==> src/rtl/addsub_serial.sv <==
// Bit-serial adder/subtractor: one full-adder cell, one bit per clock, LSB first.
// Subtraction is a + ~b + 1, so the operand b is inverted at accept time and carry seeded with m.
module addsub_serial #(
    parameter int WIDTH = 8
) (
    input  logic             clk,
    input  logic             rst,
    input  logic             start,
    input  logic [WIDTH-1:0] a,
    input  logic [WIDTH-1:0] b,
    input  logic             m,
    output logic             busy,
    output logic             done,
    output logic [WIDTH-1:0] s,
    output logic             cout,
    output logic             ovf,
    output logic [1:0]       o_dbg_state
);

    localparam int CW = (WIDTH > 1) ? $clog2(WIDTH) : 1;

    typedef enum logic [1:0] {
        IDLE = 2'd0,
        RUN  = 2'd1,
        DONE = 2'd2
    } state_t;

    state_t           r_state;
    state_t           w_next;
    logic [WIDTH-1:0] r_a_sh;
    logic [WIDTH-1:0] r_b_sh;
    logic [WIDTH-1:0] r_sum_sh;
    logic [WIDTH-1:0] r_s;
    logic [CW-1:0]    r_cnt;
    logic             r_m;
    logic             r_carry;
    logic             r_cout;
    logic             r_ovf;

    logic             w_sum;
    logic             w_carry;
    logic             w_last;

    assign w_sum   = r_a_sh[0] ^ r_b_sh[0] ^ r_carry;
    assign w_carry = (r_a_sh[0] & r_b_sh[0]) | (r_carry & (r_a_sh[0] ^ r_b_sh[0]));
    assign w_last  = (r_cnt == CW'(WIDTH - 1));

    always_comb begin
        w_next = r_state;
        case (r_state)
            IDLE:    if (start) w_next = RUN;
            RUN:     if (w_last) w_next = DONE;
            DONE:    w_next = IDLE;
            default: w_next = IDLE;
        endcase
    end

    always_ff @(posedge clk) begin
        if (rst) r_state <= IDLE;
        else     r_state <= w_next;
    end

    always_ff @(posedge clk) begin
        if (rst) begin
            r_a_sh   <= '0;
            r_b_sh   <= '0;
            r_sum_sh <= '0;
            r_s      <= '0;
            r_cnt    <= '0;
            r_m      <= 1'b0;
            r_carry  <= 1'b0;
            r_cout   <= 1'b0;
            r_ovf    <= 1'b0;
        end else begin
            case (r_state)
                IDLE: begin
                    if (start) begin
                        r_a_sh  <= a;
                        r_b_sh  <= b ^ {WIDTH{m}};
                        r_m     <= m;
                        r_carry <= m;
                        r_cnt   <= '0;
                    end
                end
                RUN: begin
                    r_a_sh   <= r_a_sh >> 1;
                    r_b_sh   <= r_b_sh >> 1;
                    r_sum_sh <= {w_sum, r_sum_sh[WIDTH-1:1]};
                    r_carry  <= w_carry;
                    r_cnt    <= r_cnt + CW'(1);
                    // Results are published only on the final bit so s never shows partial sums.
                    if (w_last) begin
                        r_s    <= {w_sum, r_sum_sh[WIDTH-1:1]};
                        r_cout <= w_carry ^ r_m;
                        r_ovf  <= r_carry ^ w_carry;
                    end
                end
                default: ;
            endcase
        end
    end

    assign busy        = (r_state == RUN);
    assign done        = (r_state == DONE);
    assign s           = r_s;
    assign cout        = r_cout;
    assign ovf         = r_ovf;
    assign o_dbg_state = r_state;

endmodule

==> config.mk <==
export PLATFORM = sky130hd
export DESIGN_NAME = addsub_serial
export DESIGN_NICKNAME = d
export VERILOG_FILES = /design/src/rtl/addsub_serial.sv
export SDC_FILE = /design/constraint.sdc
export NUM_CORES = 1
export LEC_CHECK = 0
export ABC_AREA = 1
export BUFFER_PORTS_ARGS = -buffer_cell sky130_fd_sc_hd__buf_2
export CORE_ASPECT_RATIO = 0.7
export CORE_MARGIN = 2
export CORE_UTILIZATION = 40
export CTS_BUF_LIST = sky130_fd_sc_hd__clkbuf_16
export DETAILED_ROUTE_END_ITERATION = 8
export HOLD_SLACK_MARGIN = 0.15
export SETUP_SLACK_MARGIN = 0.02
export SLEW_MARGIN = 20
export SYNTH_ARGS = -nofsm -noshare
export SYNTH_HDL_FRONTEND = slang
export SYNTH_SLANG_ARGS = --single-unit
==> constraint.sdc <==
create_clock -name clk -period 1.2 [get_ports clk]
set_clock_uncertainty 0.15 [all_clocks]
set_input_delay 0.3 -clock clk [delete_from_list [all_inputs] [get_ports clk]]
set_output_delay 0.3 -clock clk [all_outputs]
set_load 0.01 [all_outputs]
==> results of run 1 <==
==> cell usage after synthesis, drive strengths merged <==
cell type / instances
xor2: 3
ha: 2
o21ai: 16
buf: 7
inv: 25
fa: 1
clkbuf: 4
nor2: 64
nand2: 62
nand3: 27
dfxtp: 40
a21oi: 9
a211oi: 2
==> power groups by stage <==
stage | clock network [mW] | logic, mW | registers [mW]
final | 1.25 | 0.677 | 1.46
after global placement | 0 | 0.434 | 1.47
after global routing | 1.32 | 0.735 | 1.47
after detailed placement | 0 | 0.437 | 1.47
after floorplan | 0 | 0.278 | 1.46
after CTS | 1.26 | 0.523 | 1.44
==> area by class of cell <==
cell class	count	area, µm²	area share [%]
timing repair buffer	63	658	22.1
inverter	25	98.8	3.32
tap	55	68.8	2.31
sequential	40	826	27.7
multi-input combinational	187	1190	40.0
clock inverter	3	11.3	0.378
clock buffer	5	125	4.20
==> sequential cells by signal (all words and copies together) (netlist names), 2 cells and up <==
name and count:
s 8, r_a_sh 8, r_b_sh 8, o_dbg_state 2
r_sum_sh 7, r_cnt 3
==> through the flow <==
step | cell area (µm²) | hold slack (ps) | setup TNS (ps)
global placement | 2240 | 316 | -2070
detailed placement | 2240 | 320 | -2270
floorplan | 1890 | 280 | -454
global route | 2980 | 179 | -6990
finish | 2980 | 160 | -4660
CTS | 2590 | 160 | -3770
==> metal layers <==
layer / track usage (%) / share of wire, % / vias to the layer above / routed length, µm
li1: - / - / 939 / -
met1: 27.3 / 52 / 844 / 2640
met2: 27.8 / 44 / 32 / 2220
met3: 4.63 / 4.0 / 2 / 203
met4: 2.04 / 0.079 / 0 / 4
met5: 0 / 0 / - / 0
==> final timing paths <==
kind	cells past startpoint	startpoint	slack, ps	to
setup / recovery	3	o_dbg_state[1]	-220	busy
setup reg to reg	7	r_cnt[1]	-180	s[2]
hold reg to reg	2	r_a_sh[7]	350	r_a_sh[7]
hold / removal	4	b[7]	160	r_b_sh[7]
==> timing repair <==
item	CTS	global route
hold buffers	1	0
gates cloned	1	2
setup endpoints to repair	46	54
resized for setup	33	82
pin swaps	8	44
buffers inserted	8	4
endpoints found under the hold margin	1	0
==> cell families after synthesis <==
kind of cell,count (synthesis),share of synthesized area [%]
compound gates,27,7.82
xor+xnor,3,1.43
fa+ha+maj,3,2.45
buf+inv,36,9.11
flops,40,43.5
simple gates,153,35.7
==> worst max-delay path, cell delays in order (launching register included) <==
cell and delay (ps):
dfxtp_4 370, buf_12 130, nor2_8 90, buf_6 110
==> metrics, run 1 <==
final setup margin=-219 ps; Switching Share=27.0%; GRT Total Usage=18.3%; Clock Sink Count=40; Clock power frac=36.8%; Post-Synthesis Cell Area=1840 µm²; pin count of the biggest net entering global routing=21; Via density=4.81; Die Y=60.8 µm; Clock Tree Root=clkbuf_16; share of the synthesized area in the top cell type=43.5%; post-DP HPWL=3010 µm; Max Root-Sink Buffers=2; Int Power=2.47 mW; number of global-route vias before repair=1519; IO Port Bufs=33; Initial DRC Count=119; Worst-path clk slew=60 ps; total power=3.39 mW; setup violators final=42; share of layout cells above drive strength 1=47.4%; TritonCTS buffer count=5; Crit. End Element=output port; top post-synthesis cells by area=dfxtp_1 44%, nor2_1 12%, nand2_1 12%, nand3_1 7.3%, inv_1 4.5%; initial antenna violation count=0; MaxCap Viol Count=0; num rows=20; Yosys Warn Count=0; WL final=5070 µm; DR vias=1817; Final Max Slew Viols=0; number of I/O pins=34; critical setup path kind=reg2out; Rel. slew slack=84.5%; insertion delay to the later sink of the worst-skew pair=280 ps; Die Area=5170 µm²; first-pass GRT wire length=7400 µm; sequential fraction of the synthesis area=43.5%; worst slack, placed=-180 ps; post-synth top area cell=dfxtp_1; leading cell type in the layout, fill and taps excluded=nor2_1; Post-Syn Area per Cell=7.02 µm²; CTS tree=yes; min Tclk post-route=1420 ps; RSZ-0062 raised after global routing=true; status=finished, violations left; placed insts=355; Mapped Nets=285; maximum vdd ir drop=0.823 mV; required time of the critical path=750 ps; Area Overhead vs Synth=61.9%; P per Cell Area=1140 nW/µm²; final net count=345; max frequency=705 MHz; Slew @ Worst Pin=232 ps; CP Launch Type=register; ant diodes=0; Leak=1.47 nW; combinational fraction of design power=20.0%; die width=85.1 µm; Seq pwr share=43.2%; grt ovf=0; Core Footprint=4380 µm²; Cell Count, Final, Fillers Out=378; Max Fanout on Critical Path=4; Final Hold Vio Count=0; Yosys reg bits=40; Filler Cell Count=348; Initial Util=42.0%; most frequent cells in the layout=50 x nor2_1, 32 x nand2_1, 24 x dfxtp_1; global placer's final weighted congestion=0.785; Residual DRC=0; fin util=68.0%; Post-Synthesis Cells=262; worst hold path type=in2reg; Synth cell types=21; WL per Instance=13.4 µm; P_sw=0.915 mW; DR pass1 iterations=4; final worst path period share=118%; failing checks=negative setup slack; H-Tree Depth=2; crit path DAT=970 ps; DRT antenna net count=0
(Power assumes the default switching activity.)
==> run 2: changes to the inputs <==
- CORE_UTILIZATION: 40 -> 49
- PLACE_DENSITY: unset -> 0.74
==> run 2 against run 1 <==
Against the previous run: the flow still finishes with violations (negative setup slack); die area is 17% lower; core utilization is 6.4 points higher; sequential power about the same; non-clock buffer count fell by 3; cell count is 2.1% lower; critical path type unchanged; via count down 0.22%; global-route usage rose by 4.2 points; clock power about the same; first-iteration DRC count fell by 34%; clock-buffer cell count did not move.
==> metrics, run 2 (synthesis gave the netlist of run 1 again) <==
Worst-path clk slew=60 ps (about the same); WL per Instance=12.1 µm (-9.7%); critical setup path kind=reg2out; final setup margin=-185 ps (+34.3 ps); RSZ-0062 raised after global routing=true; placed insts=351 (-1.1%); final net count=342 (-0.87%); Die Area=4270 µm² (-17%); H-Tree Depth=2 (unchanged); initial antenna violation count=0 (unchanged); worst hold path type=in2reg; crit path DAT=930 ps (-40 ps); ant diodes=0 (unchanged); Core Footprint=3560 µm² (-19%); insertion delay to the later sink of the worst-skew pair=270 ps (about the same); min Tclk post-route=1380 ps (-34.3 ps); Filler Cell Count=278 (-20%); Cell Count, Final, Fillers Out=370 (-2.1%); die width=77.3 µm (-9.2%); Area after DPL=2220 µm² (-1.1%); status=finished, violations left; post-DP HPWL=2930 µm (-2.4%); Leak=1.28 nW (-13%); Crit. End Element=output port; Via density=4.90 (+1.9%); Clock Sink Count=40 (unchanged); number of I/O pins=34 (unchanged); number of global-route vias before repair=1715 (+13%); DR pass1 iterations=4 (unchanged); Worst R2R Start=r_cnt[0]; MaxCap Viol Count=0 (unchanged); Initial DRC Count=78 (-34%); maximum vdd ir drop=0.950 mV (+15%); CTS tree=yes; CP Launch Type=register; Die Y=55.3 µm (-9.0%); max frequency=722 MHz (+2.5%); Residual DRC=0 (unchanged); share of layout cells above drive strength 1=34.1% (-13 points); worst slack, placed=-170 ps (+10.8 ps); HP Start=b[7]; IO Port Bufs=33 (unchanged); Initial Util=51.7% (+9.7 points); Max Root-Sink Buffers=2 (unchanged); GRT Total Usage=22.5% (+4.2 points); TritonCTS buffer count=5 (unchanged); first-pass GRT wire length=7780 µm (+5.2%); Final Hold Vio Count=0 (unchanged); global placer's final weighted congestion=0.863 (+9.9%); leading cell type in the layout, fill and taps excluded=nor2_1; final worst path period share=115% (-2.9 points); most frequent cells in the layout=59 x nor2_1, 56 x nand2_1, 26 x nand3_1; pin count of the biggest net entering global routing=21 (unchanged); required time of the critical path=750 ps (about the same); DR vias=1813 (-0.22%); Area Overhead vs Synth=44.0%; Rel. slew slack=83.3% (-1.2 points); R2R Setup Slk=-180 ps (about the same); Max Fanout on Critical Path=3 (-1); post-route cell area=2650 µm² (-11%); WL final=4480 µm (-12%); setup violators final=38 (-9.5%); num rows=18 (-10%); grt ovf=0 (unchanged); Clock Tree Root=clkbuf_16; Final Max Slew Viols=0 (unchanged); Slew @ Worst Pin=251 ps (+18.4 ps); P per Cell Area=1210 nW/µm² (+6.9%); DRT antenna net count=0 (unchanged); Final Hold Slack=171 ps (+10.5 ps); Worst Setup SP=o_dbg_state[1]; failing checks=negative setup slack
[run 2: critical path, cell delays in order (launching register included)]
cell and delay (ps):
dfxtp_4 350, buf_6 130, nor2_8 80, buf_6 100
[run 2: area by class of cell]
type	instances	area (µm²)	area share [%]
multi-input cells	187	965	36.4
inverters	25	104	3.92
clock inverters	3	13.8	0.519
repair buffers	60	554	20.9
clock buffers	5	125	4.72
well taps	50	62.6	2.36
flip-flops and latches	40	826	31.2
[run 2: metal layers]
layer  wire (µm)  track usage [%]  part of all wire (%)
met5           0                0                     0
met2        2060             35.4                    46
met4          41             6.89                  0.92
met1        2120             31.2                    47
met3         256             4.74                   5.7
[run 2: stage by stage]
step | util, % | total power, mW | setup TNS (ps)
6_report | 74.5 | 3.22 | -3850
5_1_grt | 74.5 | 3.36 | -6480
4_1_cts | 71.7 | 3.23 | -3680
3_5_place_dp | 62.3 | 1.90 | -2510
3_3_place_gp | 62.3 | 1.89 | -1840
2_1_floorplan | - | 1.74 | -454
[run 2: final timing paths]
check,end,cells past startpoint
worst max register to register,s[2],7
worst max-delay path,busy,3
worst min register to register,r_m,2
worst min-delay path,r_b_sh[7],4
[run 2: report_power, final]
group	leakage, nW	switching (mW)	internal, mW	total, mW
clock	0.0710	0.489	0.754	1.24
sequential	0.335	0.0496	1.40	1.45
combinational	0.879	0.277	0.253	0.530
[run 2: what timing repair did]
| item | CTS | global route |
|---|---|---|
| pin swaps | 5 | 5 |
| hold buffers | 1 | 0 |
| endpoints found under the hold margin | 1 | 0 |
| buffers inserted | 8 | 1 |
| resized for setup | 32 | 25 |
| setup endpoints to repair | 46 | 54 |
| gates cloned | 1 | 0 |
